$ cat src/rtl/pce_audio_mixer_tdm_pkg.sv
// Shared constants, compressor mode encoding and arithmetic helpers for the
// time-multiplexed PCE audio mixer.
package pce_audio_pkg;

  localparam int GAIN_FRAC = 6;

  typedef enum logic [1:0] {
    CM_OFF     = 2'd0,
    CM_MILD    = 2'd1,
    CM_STRONG  = 2'd2,
    CM_OFF_ALT = 2'd3
  } comp_mode_t;

  // Knee of a two-slope curve with gain a below the knee and 1/f above,
  // chosen so that full scale maps back near full scale.
  function automatic int comp_knee(input int f, input int a, input int out_w);
    int m;
    m = (1 << (out_w - 1)) - 1;
    return m * (f - 1) / (f * a - 1) + 1;
  endfunction

  function automatic logic signed [63:0] sat_sym(input logic signed [63:0] v, input int w);
    logic signed [63:0] m;
    m = (64'sd1 <<< (w - 1)) - 64'sd1;
    if (v > m) return m;
    if (v < -m) return -m;
    return v;
  endfunction

endpackage

$ cat src/rtl/pce_audio_mixer_tdm_if.sv
// Source/control bundle and mixed-output bundle of the TDM audio mixer.
interface pce_audio_mixer_tdm_if #(
  parameter int NUM_CH = 5,
  parameter int IN_W   = 16,
  parameter int OUT_W  = 16,
  parameter int GAIN_W = 8
);
  logic                       sample_ce;
  logic [NUM_CH*IN_W-1:0]     ch_in_l;
  logic [NUM_CH*IN_W-1:0]     ch_in_r;
  logic [NUM_CH*GAIN_W-1:0]   ch_gain;
  logic [NUM_CH-1:0]          ch_en;
  logic [1:0]                 comp_mode;
  logic                       clip_clr;
  logic signed [OUT_W-1:0]    audio_l;
  logic signed [OUT_W-1:0]    audio_r;
  logic                       out_valid;
  logic                       busy;
  logic                       clip_l;
  logic                       clip_r;
  logic                       overrun;

  modport master (
    output sample_ce, ch_in_l, ch_in_r, ch_gain, ch_en, comp_mode, clip_clr,
    input  audio_l, audio_r, out_valid, busy, clip_l, clip_r, overrun
  );

  modport slave (
    input  sample_ce, ch_in_l, ch_in_r, ch_gain, ch_en, comp_mode, clip_clr,
    output audio_l, audio_r, out_valid, busy, clip_l, clip_r, overrun
  );
endinterface

$ cat src/rtl/pce_audio_mixer_tdm_compressor.sv
// Registered two-slope magnitude compressor; the register doubles as the
// held audio output of one mixer side.
module pce_audio_compressor
  import pce_audio_pkg::*;
#(
  parameter int OUT_W = 16
) (
  input  logic                    clk,
  input  logic                    rst,
  input  logic                    en,
  input  comp_mode_t              mode,
  input  logic signed [OUT_W-1:0] din,
  output logic signed [OUT_W-1:0] dout_q
);
  localparam int CW = OUT_W + 4;
  localparam int X_MILD   = comp_knee(4, 2, OUT_W);
  localparam int X_STRONG = comp_knee(8, 4, OUT_W);
  localparam logic [CW-1:0] MAXV = CW'((64'd1 << (OUT_W - 1)) - 64'd1);

  function automatic logic [CW-1:0] curve(input logic [CW-1:0] m, input int x, input int f,
                                          input int a);
    if (m < CW'(x)) return m * CW'(a);
    return (m - CW'(x)) / CW'(f) + CW'(x) * CW'(a);
  endfunction

  logic [OUT_W-1:0]        abs_v;
  logic [CW-1:0]           mag;
  logic [CW-1:0]           res;
  logic signed [OUT_W-1:0] dout_d;

  // Input never holds the most negative code, so its magnitude fits OUT_W bits.
  always_comb begin
    abs_v = din[OUT_W-1] ? OUT_W'(-din) : OUT_W'(din);
    mag   = CW'(abs_v);
    case (mode)
      CM_MILD:   res = curve(mag, X_MILD, 4, 2);
      CM_STRONG: res = curve(mag, X_STRONG, 8, 4);
      default:   res = mag;
    endcase
    if (res > MAXV) res = MAXV;
    dout_d = dout_q;
    if (en) dout_d = din[OUT_W-1] ? -$signed(OUT_W'(res)) : $signed(OUT_W'(res));
  end

  always_ff @(posedge clk) begin
    if (rst) dout_q <= '0;
    else     dout_q <= dout_d;
  end
endmodule

$ cat src/rtl/pce_audio_mixer_tdm.sv
// N-channel stereo mixer: one channel MAC per cycle with ramped gains,
// symmetric saturation, then a selectable compressor per side.
module pce_audio_mixer_tdm
  import pce_audio_pkg::*;
#(
  parameter int NUM_CH    = 5,
  parameter int IN_W      = 16,
  parameter int OUT_W     = 16,
  parameter int GAIN_W    = 8,
  parameter int RAMP_STEP = 1
) (
  input logic                  clk_sys_42_95,
  input logic                  reset,
  pce_audio_mixer_tdm_if.slave bus
);
  localparam int ACC_W  = IN_W + GAIN_W + 1 + $clog2(NUM_CH + 1);
  localparam int PROD_W = IN_W + GAIN_W + 1;
  localparam int IDX_W  = (NUM_CH > 1) ? $clog2(NUM_CH) : 1;

  typedef enum logic [2:0] {ST_IDLE, ST_ACC, ST_SAT, ST_CMP, ST_OUT} state_t;

  state_t                   state_q, state_d;
  logic [IDX_W-1:0]         idx_q, idx_d;
  logic [NUM_CH*IN_W-1:0]   in_l_q, in_l_d, in_r_q, in_r_d;
  logic [NUM_CH-1:0]        en_q, en_d;
  comp_mode_t               mode_q, mode_d;
  logic signed [ACC_W-1:0]  acc_l_q, acc_l_d, acc_r_q, acc_r_d;
  logic signed [OUT_W-1:0]  sat_l_q, sat_l_d, sat_r_q, sat_r_d;
  logic [GAIN_W-1:0]        gain_q [NUM_CH];
  logic [GAIN_W-1:0]        gain_d [NUM_CH];
  logic                     clip_l_q, clip_l_d, clip_r_q, clip_r_d;
  logic                     ovr_q, ovr_d, vld_q, vld_d;
  logic                     cmp_en;
  logic signed [IN_W-1:0]   smp_l, smp_r;
  logic signed [PROD_W-1:0] prod_l, prod_r, gain_s;
  logic signed [ACC_W-1:0]  shr_l, shr_r;
  logic signed [63:0]       lim_l, lim_r;
  logic signed [OUT_W-1:0]  cmp_l, cmp_r;

  function automatic logic [GAIN_W-1:0] ramp(input logic [GAIN_W-1:0] cur,
                                             input logic [GAIN_W-1:0] tgt);
    logic [GAIN_W-1:0] step;
    step = GAIN_W'(RAMP_STEP);
    if (RAMP_STEP == 0) return tgt;
    if (cur < tgt) return (tgt - cur > step) ? cur + step : tgt;
    if (cur > tgt) return (cur - tgt > step) ? cur - step : tgt;
    return cur;
  endfunction

  always_comb begin
    state_d  = state_q;
    idx_d    = idx_q;
    in_l_d   = in_l_q;
    in_r_d   = in_r_q;
    en_d     = en_q;
    mode_d   = mode_q;
    acc_l_d  = acc_l_q;
    acc_r_d  = acc_r_q;
    sat_l_d  = sat_l_q;
    sat_r_d  = sat_r_q;
    gain_d   = gain_q;
    clip_l_d = clip_l_q;
    clip_r_d = clip_r_q;
    ovr_d    = ovr_q;
    vld_d    = 1'b0;
    cmp_en   = 1'b0;

    smp_l  = $signed(in_l_q[idx_q*IN_W +: IN_W]);
    smp_r  = $signed(in_r_q[idx_q*IN_W +: IN_W]);
    gain_s = PROD_W'($signed({1'b0, gain_q[idx_q]}));
    prod_l = PROD_W'(smp_l) * gain_s;
    prod_r = PROD_W'(smp_r) * gain_s;
    shr_l  = acc_l_q >>> GAIN_FRAC;
    shr_r  = acc_r_q >>> GAIN_FRAC;
    lim_l  = sat_sym(64'(shr_l), OUT_W);
    lim_r  = sat_sym(64'(shr_r), OUT_W);

    // Clear first so a flag raised in the same cycle survives the clear.
    if (bus.clip_clr) begin
      clip_l_d = 1'b0;
      clip_r_d = 1'b0;
      ovr_d    = 1'b0;
    end
    if (bus.sample_ce && state_q != ST_IDLE) ovr_d = 1'b1;

    case (state_q)
      ST_IDLE: begin
        if (bus.sample_ce) begin
          in_l_d  = bus.ch_in_l;
          in_r_d  = bus.ch_in_r;
          en_d    = bus.ch_en;
          mode_d  = comp_mode_t'(bus.comp_mode);
          acc_l_d = '0;
          acc_r_d = '0;
          idx_d   = '0;
          state_d = ST_ACC;
        end
      end
      ST_ACC: begin
        if (en_q[idx_q]) begin
          acc_l_d = acc_l_q + ACC_W'(prod_l);
          acc_r_d = acc_r_q + ACC_W'(prod_r);
        end
        // Disabled channels still ramp so re-enabling lands on schedule.
        gain_d[idx_q] = ramp(gain_q[idx_q], bus.ch_gain[idx_q*GAIN_W +: GAIN_W]);
        if (idx_q == IDX_W'(NUM_CH - 1)) state_d = ST_SAT;
        else                             idx_d   = idx_q + IDX_W'(1);
      end
      ST_SAT: begin
        sat_l_d = OUT_W'(lim_l);
        sat_r_d = OUT_W'(lim_r);
        if (lim_l != 64'(shr_l)) clip_l_d = 1'b1;
        if (lim_r != 64'(shr_r)) clip_r_d = 1'b1;
        state_d = ST_CMP;
      end
      ST_CMP: begin
        cmp_en  = 1'b1;
        vld_d   = 1'b1;
        state_d = ST_OUT;
      end
      ST_OUT:  state_d = ST_IDLE;
      default: state_d = ST_IDLE;
    endcase
  end

  always_ff @(posedge clk_sys_42_95) begin
    if (reset) begin
      state_q  <= ST_IDLE;
      idx_q    <= '0;
      in_l_q   <= '0;
      in_r_q   <= '0;
      en_q     <= '0;
      mode_q   <= CM_OFF;
      acc_l_q  <= '0;
      acc_r_q  <= '0;
      sat_l_q  <= '0;
      sat_r_q  <= '0;
      gain_q   <= '{default: '0};
      clip_l_q <= 1'b0;
      clip_r_q <= 1'b0;
      ovr_q    <= 1'b0;
      vld_q    <= 1'b0;
    end else begin
      state_q  <= state_d;
      idx_q    <= idx_d;
      in_l_q   <= in_l_d;
      in_r_q   <= in_r_d;
      en_q     <= en_d;
      mode_q   <= mode_d;
      acc_l_q  <= acc_l_d;
      acc_r_q  <= acc_r_d;
      sat_l_q  <= sat_l_d;
      sat_r_q  <= sat_r_d;
      gain_q   <= gain_d;
      clip_l_q <= clip_l_d;
      clip_r_q <= clip_r_d;
      ovr_q    <= ovr_d;
      vld_q    <= vld_d;
    end
  end

  pce_audio_compressor #(.OUT_W(OUT_W)) u_cmp_l (
    .clk(clk_sys_42_95), .rst(reset), .en(cmp_en), .mode(mode_q), .din(sat_l_q), .dout_q(cmp_l)
  );
  pce_audio_compressor #(.OUT_W(OUT_W)) u_cmp_r (
    .clk(clk_sys_42_95), .rst(reset), .en(cmp_en), .mode(mode_q), .din(sat_r_q), .dout_q(cmp_r)
  );

  assign bus.audio_l   = cmp_l;
  assign bus.audio_r   = cmp_r;
  assign bus.out_valid = vld_q;
  assign bus.busy      = (state_q != ST_IDLE);
  assign bus.clip_l    = clip_l_q;
  assign bus.clip_r    = clip_r_q;
  assign bus.overrun   = ovr_q;
endmodule

$ cat src/flat_wrapper.sv
// flat-port wrapper written by rule: the top's interface ports become plain ports
module pce_audio_mixer_tdm_flat import pce_audio_pkg::*;
#(
  parameter int NUM_CH    = 5,
  parameter int IN_W      = 16,
  parameter int OUT_W     = 16,
  parameter int GAIN_W    = 8,
  parameter int RAMP_STEP = 1
)
  (clk_sys_42_95, reset, bus_sample_ce, bus_ch_in_l, bus_ch_in_r, bus_ch_gain, bus_ch_en, bus_comp_mode, bus_clip_clr, bus_audio_l, bus_audio_r, bus_out_valid, bus_busy, bus_clip_l, bus_clip_r, bus_overrun);
  pce_audio_mixer_tdm_if #(.NUM_CH(NUM_CH), .IN_W(IN_W), .OUT_W(OUT_W), .GAIN_W(GAIN_W)) bus_i ();
  input logic clk_sys_42_95;
  input logic reset;
  input wire logic [$bits(bus_i.sample_ce)-1:0] bus_sample_ce;
  input wire logic [$bits(bus_i.ch_in_l)-1:0] bus_ch_in_l;
  input wire logic [$bits(bus_i.ch_in_r)-1:0] bus_ch_in_r;
  input wire logic [$bits(bus_i.ch_gain)-1:0] bus_ch_gain;
  input wire logic [$bits(bus_i.ch_en)-1:0] bus_ch_en;
  input wire logic [$bits(bus_i.comp_mode)-1:0] bus_comp_mode;
  input wire logic [$bits(bus_i.clip_clr)-1:0] bus_clip_clr;
  output wire logic [$bits(bus_i.audio_l)-1:0] bus_audio_l;
  output wire logic [$bits(bus_i.audio_r)-1:0] bus_audio_r;
  output wire logic [$bits(bus_i.out_valid)-1:0] bus_out_valid;
  output wire logic [$bits(bus_i.busy)-1:0] bus_busy;
  output wire logic [$bits(bus_i.clip_l)-1:0] bus_clip_l;
  output wire logic [$bits(bus_i.clip_r)-1:0] bus_clip_r;
  output wire logic [$bits(bus_i.overrun)-1:0] bus_overrun;
  assign bus_i.sample_ce = bus_sample_ce;
  assign bus_i.ch_in_l = bus_ch_in_l;
  assign bus_i.ch_in_r = bus_ch_in_r;
  assign bus_i.ch_gain = bus_ch_gain;
  assign bus_i.ch_en = bus_ch_en;
  assign bus_i.comp_mode = bus_comp_mode;
  assign bus_i.clip_clr = bus_clip_clr;
  assign bus_audio_l = bus_i.audio_l;
  assign bus_audio_r = bus_i.audio_r;
  assign bus_out_valid = bus_i.out_valid;
  assign bus_busy = bus_i.busy;
  assign bus_clip_l = bus_i.clip_l;
  assign bus_clip_r = bus_i.clip_r;
  assign bus_overrun = bus_i.overrun;
  pce_audio_mixer_tdm #(.NUM_CH(NUM_CH), .IN_W(IN_W), .OUT_W(OUT_W), .GAIN_W(GAIN_W), .RAMP_STEP(RAMP_STEP)) u_core (.clk_sys_42_95(clk_sys_42_95), .reset(reset), .bus(bus_i));
endmodule
$ cat config.mk
export PLATFORM = sky130hd
export DESIGN_NAME = pce_audio_mixer_tdm_flat
export DESIGN_NICKNAME = d
export VERILOG_FILES = /design/src/rtl/pce_audio_mixer_tdm_pkg.sv /design/src/rtl/pce_audio_mixer_tdm_if.sv /design/src/rtl/pce_audio_mixer_tdm_compressor.sv /design/src/rtl/pce_audio_mixer_tdm.sv /design/src/flat_wrapper.sv
export SDC_FILE = /design/constraint.sdc
export NUM_CORES = 2
export LEC_CHECK = 0
export BUFFER_PORTS_ARGS = -buffer_cell sky130_fd_sc_hd__buf_2
export CAP_MARGIN = 20
export CORE_AREA = 4 4 435 265
export CTS_BUF_LIST = sky130_fd_sc_hd__clkbuf_2
export DETAILED_ROUTE_END_ITERATION = 8
export DIE_AREA = 0 0 439 269
export SLEW_MARGIN = 5
export SYNTH_ARGS = -nofsm -noshare
export SYNTH_HDL_FRONTEND = slang
export SYNTH_HIERARCHICAL = 1
export SYNTH_SLANG_ARGS = --single-unit
$ cat constraint.sdc
create_clock -name clk_sys_42_95 -period 8.41 [get_ports clk_sys_42_95]
set_clock_uncertainty 0.05 [all_clocks]
set_input_delay 1.2615 -clock clk_sys_42_95 [delete_from_list [all_inputs] [get_ports clk_sys_42_95]]
set_output_delay 1.2615 -clock clk_sys_42_95 [all_outputs]
set_load 0.005 [all_outputs]
==> key figures <==
Run status
  • Status: finished clean

Synth
  • Seq cells post-synth: 337
  • Mean post-synth cell area: 7.71 sq um
  • Synth top cells by count: nand2_1 (682), inv_1 (445), a21oi_1 (389)
  • Syn_nets: 4930
  • Synth cell types: 115
  • Post-synth EDFFs: 0
  • Area leader, netlist: dfxtp_1
  • Post-Syn Instances: 4300
  • Post-Syn Area: 33200 sq um
  • Prevailing post-synth register cell: dfxtp_1
  • Count leader, synth: nand2_1
  • Sequential share of the synthesized area: 0.203
  • Synth area leaders: dfxtp_1 (20%), fa_1 (16%), nand2_1 (7.7%)
  • Asr flop ratio synth: 0
  • Yosys top cell area share: 0.203
  • Synth warn: 6

STA
  • Relative slew slack: 0.236
  • Fin crit period: 7.87 ns
  • Endpoints failing hold: 0
  • Slew Viols, Final: 0
  • Finish-stage setup viols: 0
  • Final TNS setup: 0 ns
  • Achievable Freq: 127 MHz
  • Worst Tran Pin Value: 1.14 ns
  • Period utilization: 0.936
  • RSZ-0062 raised after global routing: false

Clock network
  • Root Buffer: clkbuf_2
  • Post-CTS Resized: 0
  • CTS Hold Bufs: 0
  • CTS tree: yes
  • CTS sink cnt: 337
  • Clock buffer depth: 3
  • Num CTS Buffers: 89
  • Clk Latency, worst-skew pair: 1.08 ns
  • CTS H-tree depth: 3
  • Clock Pin Slew Worst Setup and Hold Paths: 0.11 ns
  • Setup Fix Bufs, Post-CTS: 0

Worst setup path
  • Crit path depth: 24
  • Reg2Reg Depth: 24
  • Req. time, crit path: 9.34 ns
  • Critical path fanouts, max: 33
  • Crit path DAT: 8.80 ns
  • Setup CP Type: reg -> reg
  • Most frequent CP cell: fa_1
  • CP peak stage delay: 0.61 ns
  • Critical path endpoint category: register
  • Crit start category: register
  • Critical path's top delay family: adder cells
  • CP cell instances: buf_4 -> mux2i_1 -> o2bb2ai_1 -> o21ai_2 -> buf_12 -> nor2_1 -> fa_1 -> fa_1 -> inv_1 -> fa_1 -> inv_1 -> fa_1 -> inv_1 -> fa_1 -> inv_1 -> ha_1 -> a21o_1 -> a2111oi_0 -> or3_1 -> o21ai_0 -> a311oi_1 -> nand3b_1 -> a211oi_1 -> a221o_1
  • WP buf/inv: 6
  • Worst path slowest cell: o21ai_2

Place
  • DP HPWL: 81700 um
  • Port bufs: 247
  • Global placer's final weighted congestion: 0.942
  • Placement Cell Area: 35900 sq um

Global routing
  • GRT Util Overall: 0.172
  • Gr ovfl total: 0
  • Initial antenna violation count: 1
  • Vias in the first global route: 29800
  • First-pass GRT wire length: 166000 um
  • Largest net degree at the start of global routing: 97

Detailed routing
  • Starting DRT DRC Count: 2995
  • DRC: 0
  • Vias/cell: 5.23
  • Vias post-DR: 31500
  • Drt total wl: 105000 um
  • Post-DRT Antenna Nets: 0
  • First drt pass iteration count: 5
  • Routed wire per std cell: 17.4 um

Layout
  • Final instance area: 36800 sq um
  • Multi-input logic area: 23700 sq um
  • Fillers: 11900
  • Layout cells sized above 1: 0.130
  • Register Area: 6760 sq um
  • Fin util: 0.331
  • Layout area overhead: 11.0%
  • Layout Nets: 5101

Pwr
  • Max VDD drop: 0.0711 mV
  • Total power: 5.10 mW
  • Cell Pwr Density: 139 nW/um^2
  • Leak: 15.6 nW

Run
  • Max cap viols: 0

Floorplan
  • Die width: 439 um
  • I/O Pins: 248
  • Initial Util: 0.298
  • Core footprint: 111000 sq um
  • Die height: 269 um
  • Row count: 95
  • Die area: 118000 sq um

Min path
  • Hold WC Path Type: in -> reg
  • Worst hold path depth: 3
flip-flops by register name, summed over array words and instances, names as in the netlist, 28 cells and up:
name / cells
u_core/acc_l_q: 28
u_core/acc_r_q: 28
u_core/gain_q: 40
u_core/in_l_q: 80
u_core/in_r_q: 80
final timing paths:
path | slack (ns) | to | from
worst max-delay path | 0.54 | u_core/acc_r_q[24] | u_core/idx_q[2]
worst min-delay path | 0.38 | u_core/in_r_q[69] | bus_ch_in_r[69]
worst max register to register | 0.54 | u_core/acc_r_q[24] | u_core/idx_q[2]
worst min register to register | 0.41 | u_core/in_r_q[63] | u_core/in_r_q[63]
through the flow:
step / cells / worst slack (ns) / hold slack (ns)
after CTS: 6031 / 0.628 / 0.189
after global routing: 6033 / 0.133 / 0.210
after detailed placement: 5882 / 0.619 / 0.394
final: 6033 / 0.537 / 0.379
after floorplan: 4300 / 1.17 / 0.375
after global placement: 5880 / 0.765 / 0.393
tightest hold or removal path: stages:
cell	delay, ns
buf_2	0.09
nand2_1	0.04
a21oi_1	0.05
cell families after synthesis:
family,share of synthesized area
AO/OA/AOI/OAI,0.210
XOR/XNOR,0.0348
adder cells (fa/ha/maj),0.216
buffers and inverters,0.0837
flip-flops,0.203
multiplexers,0.0427
AND/OR/NAND/NOR,0.209
area by class of cell:
| type | count | share of cell area |
|---|---|---|
| antenna | 1 | 0.0000680 |
| clock buffer | 124 | 0.0169 |
| clock inverter | 25 | 0.00626 |
| inverter | 449 | 0.0458 |
| multi-input combinational | 3257 | 0.644 |
| sequential | 337 | 0.184 |
| tap | 1503 | 0.0511 |
| timing repair buffer | 337 | 0.0528 |
layout by cell type (no fill, tap or decap), types with 13 or more instances in the layout:
| master | instances |
|---|---|
| inv_1 | 445 |
| or3_1 | 26 |
| a21oi_1 | 389 |
| or2_2 | 19 |
| o211ai_1 | 33 |
| o22ai_1 | 38 |
| and2_1 | 26 |
| a22o_1 | 13 |
| a31oi_1 | 37 |
| nand3b_1 | 15 |
| nor3_1 | 84 |
| o21ai_1 | 16 |
| dfxtp_1 | 334 |
| buf_2 | 247 |
| o21a_1 | 13 |
| mux2i_1 | 130 |
| xnor2_1 | 82 |
| nand2_1 | 681 |
| o22a_1 | 25 |
| ha_1 | 161 |
| a2111oi_0 | 15 |
| nor2_1 | 382 |
| or4_1 | 19 |
| fa_1 | 258 |
| o31ai_1 | 22 |
| a21o_1 | 34 |
| nand2b_1 | 21 |
| nor2b_1 | 31 |
| nand4_1 | 25 |
| buf_4 | 87 |
| clkbuf_2 | 124 |
| nand3_1 | 82 |
| o21ai_0 | 142 |
| and3_1 | 25 |
| nor4_1 | 28 |
| xor2_1 | 43 |
| a211oi_1 | 63 |
layer usage:
| layer | GRT usage | vias to the layer above | part of all wire |
|---|---|---|---|
| met5 | 0 | - | 0 |
| met4 | 0.0378 | 0 | 0.018 |
| met3 | 0.0280 | 102 | 0.068 |
| met2 | 0.253 | 960 | 0.42 |
| met1 | 0.262 | 15400 | 0.49 |
| li1 | - | 15100 | - |
power by group:
group          internal (mW)  switching, mW  total, mW
logic                  0.718           1.35       2.07
registers               1.70         0.0704       1.77
clock network          0.527          0.742       1.27
Note: power is estimated with default switching activity, not from simulation.
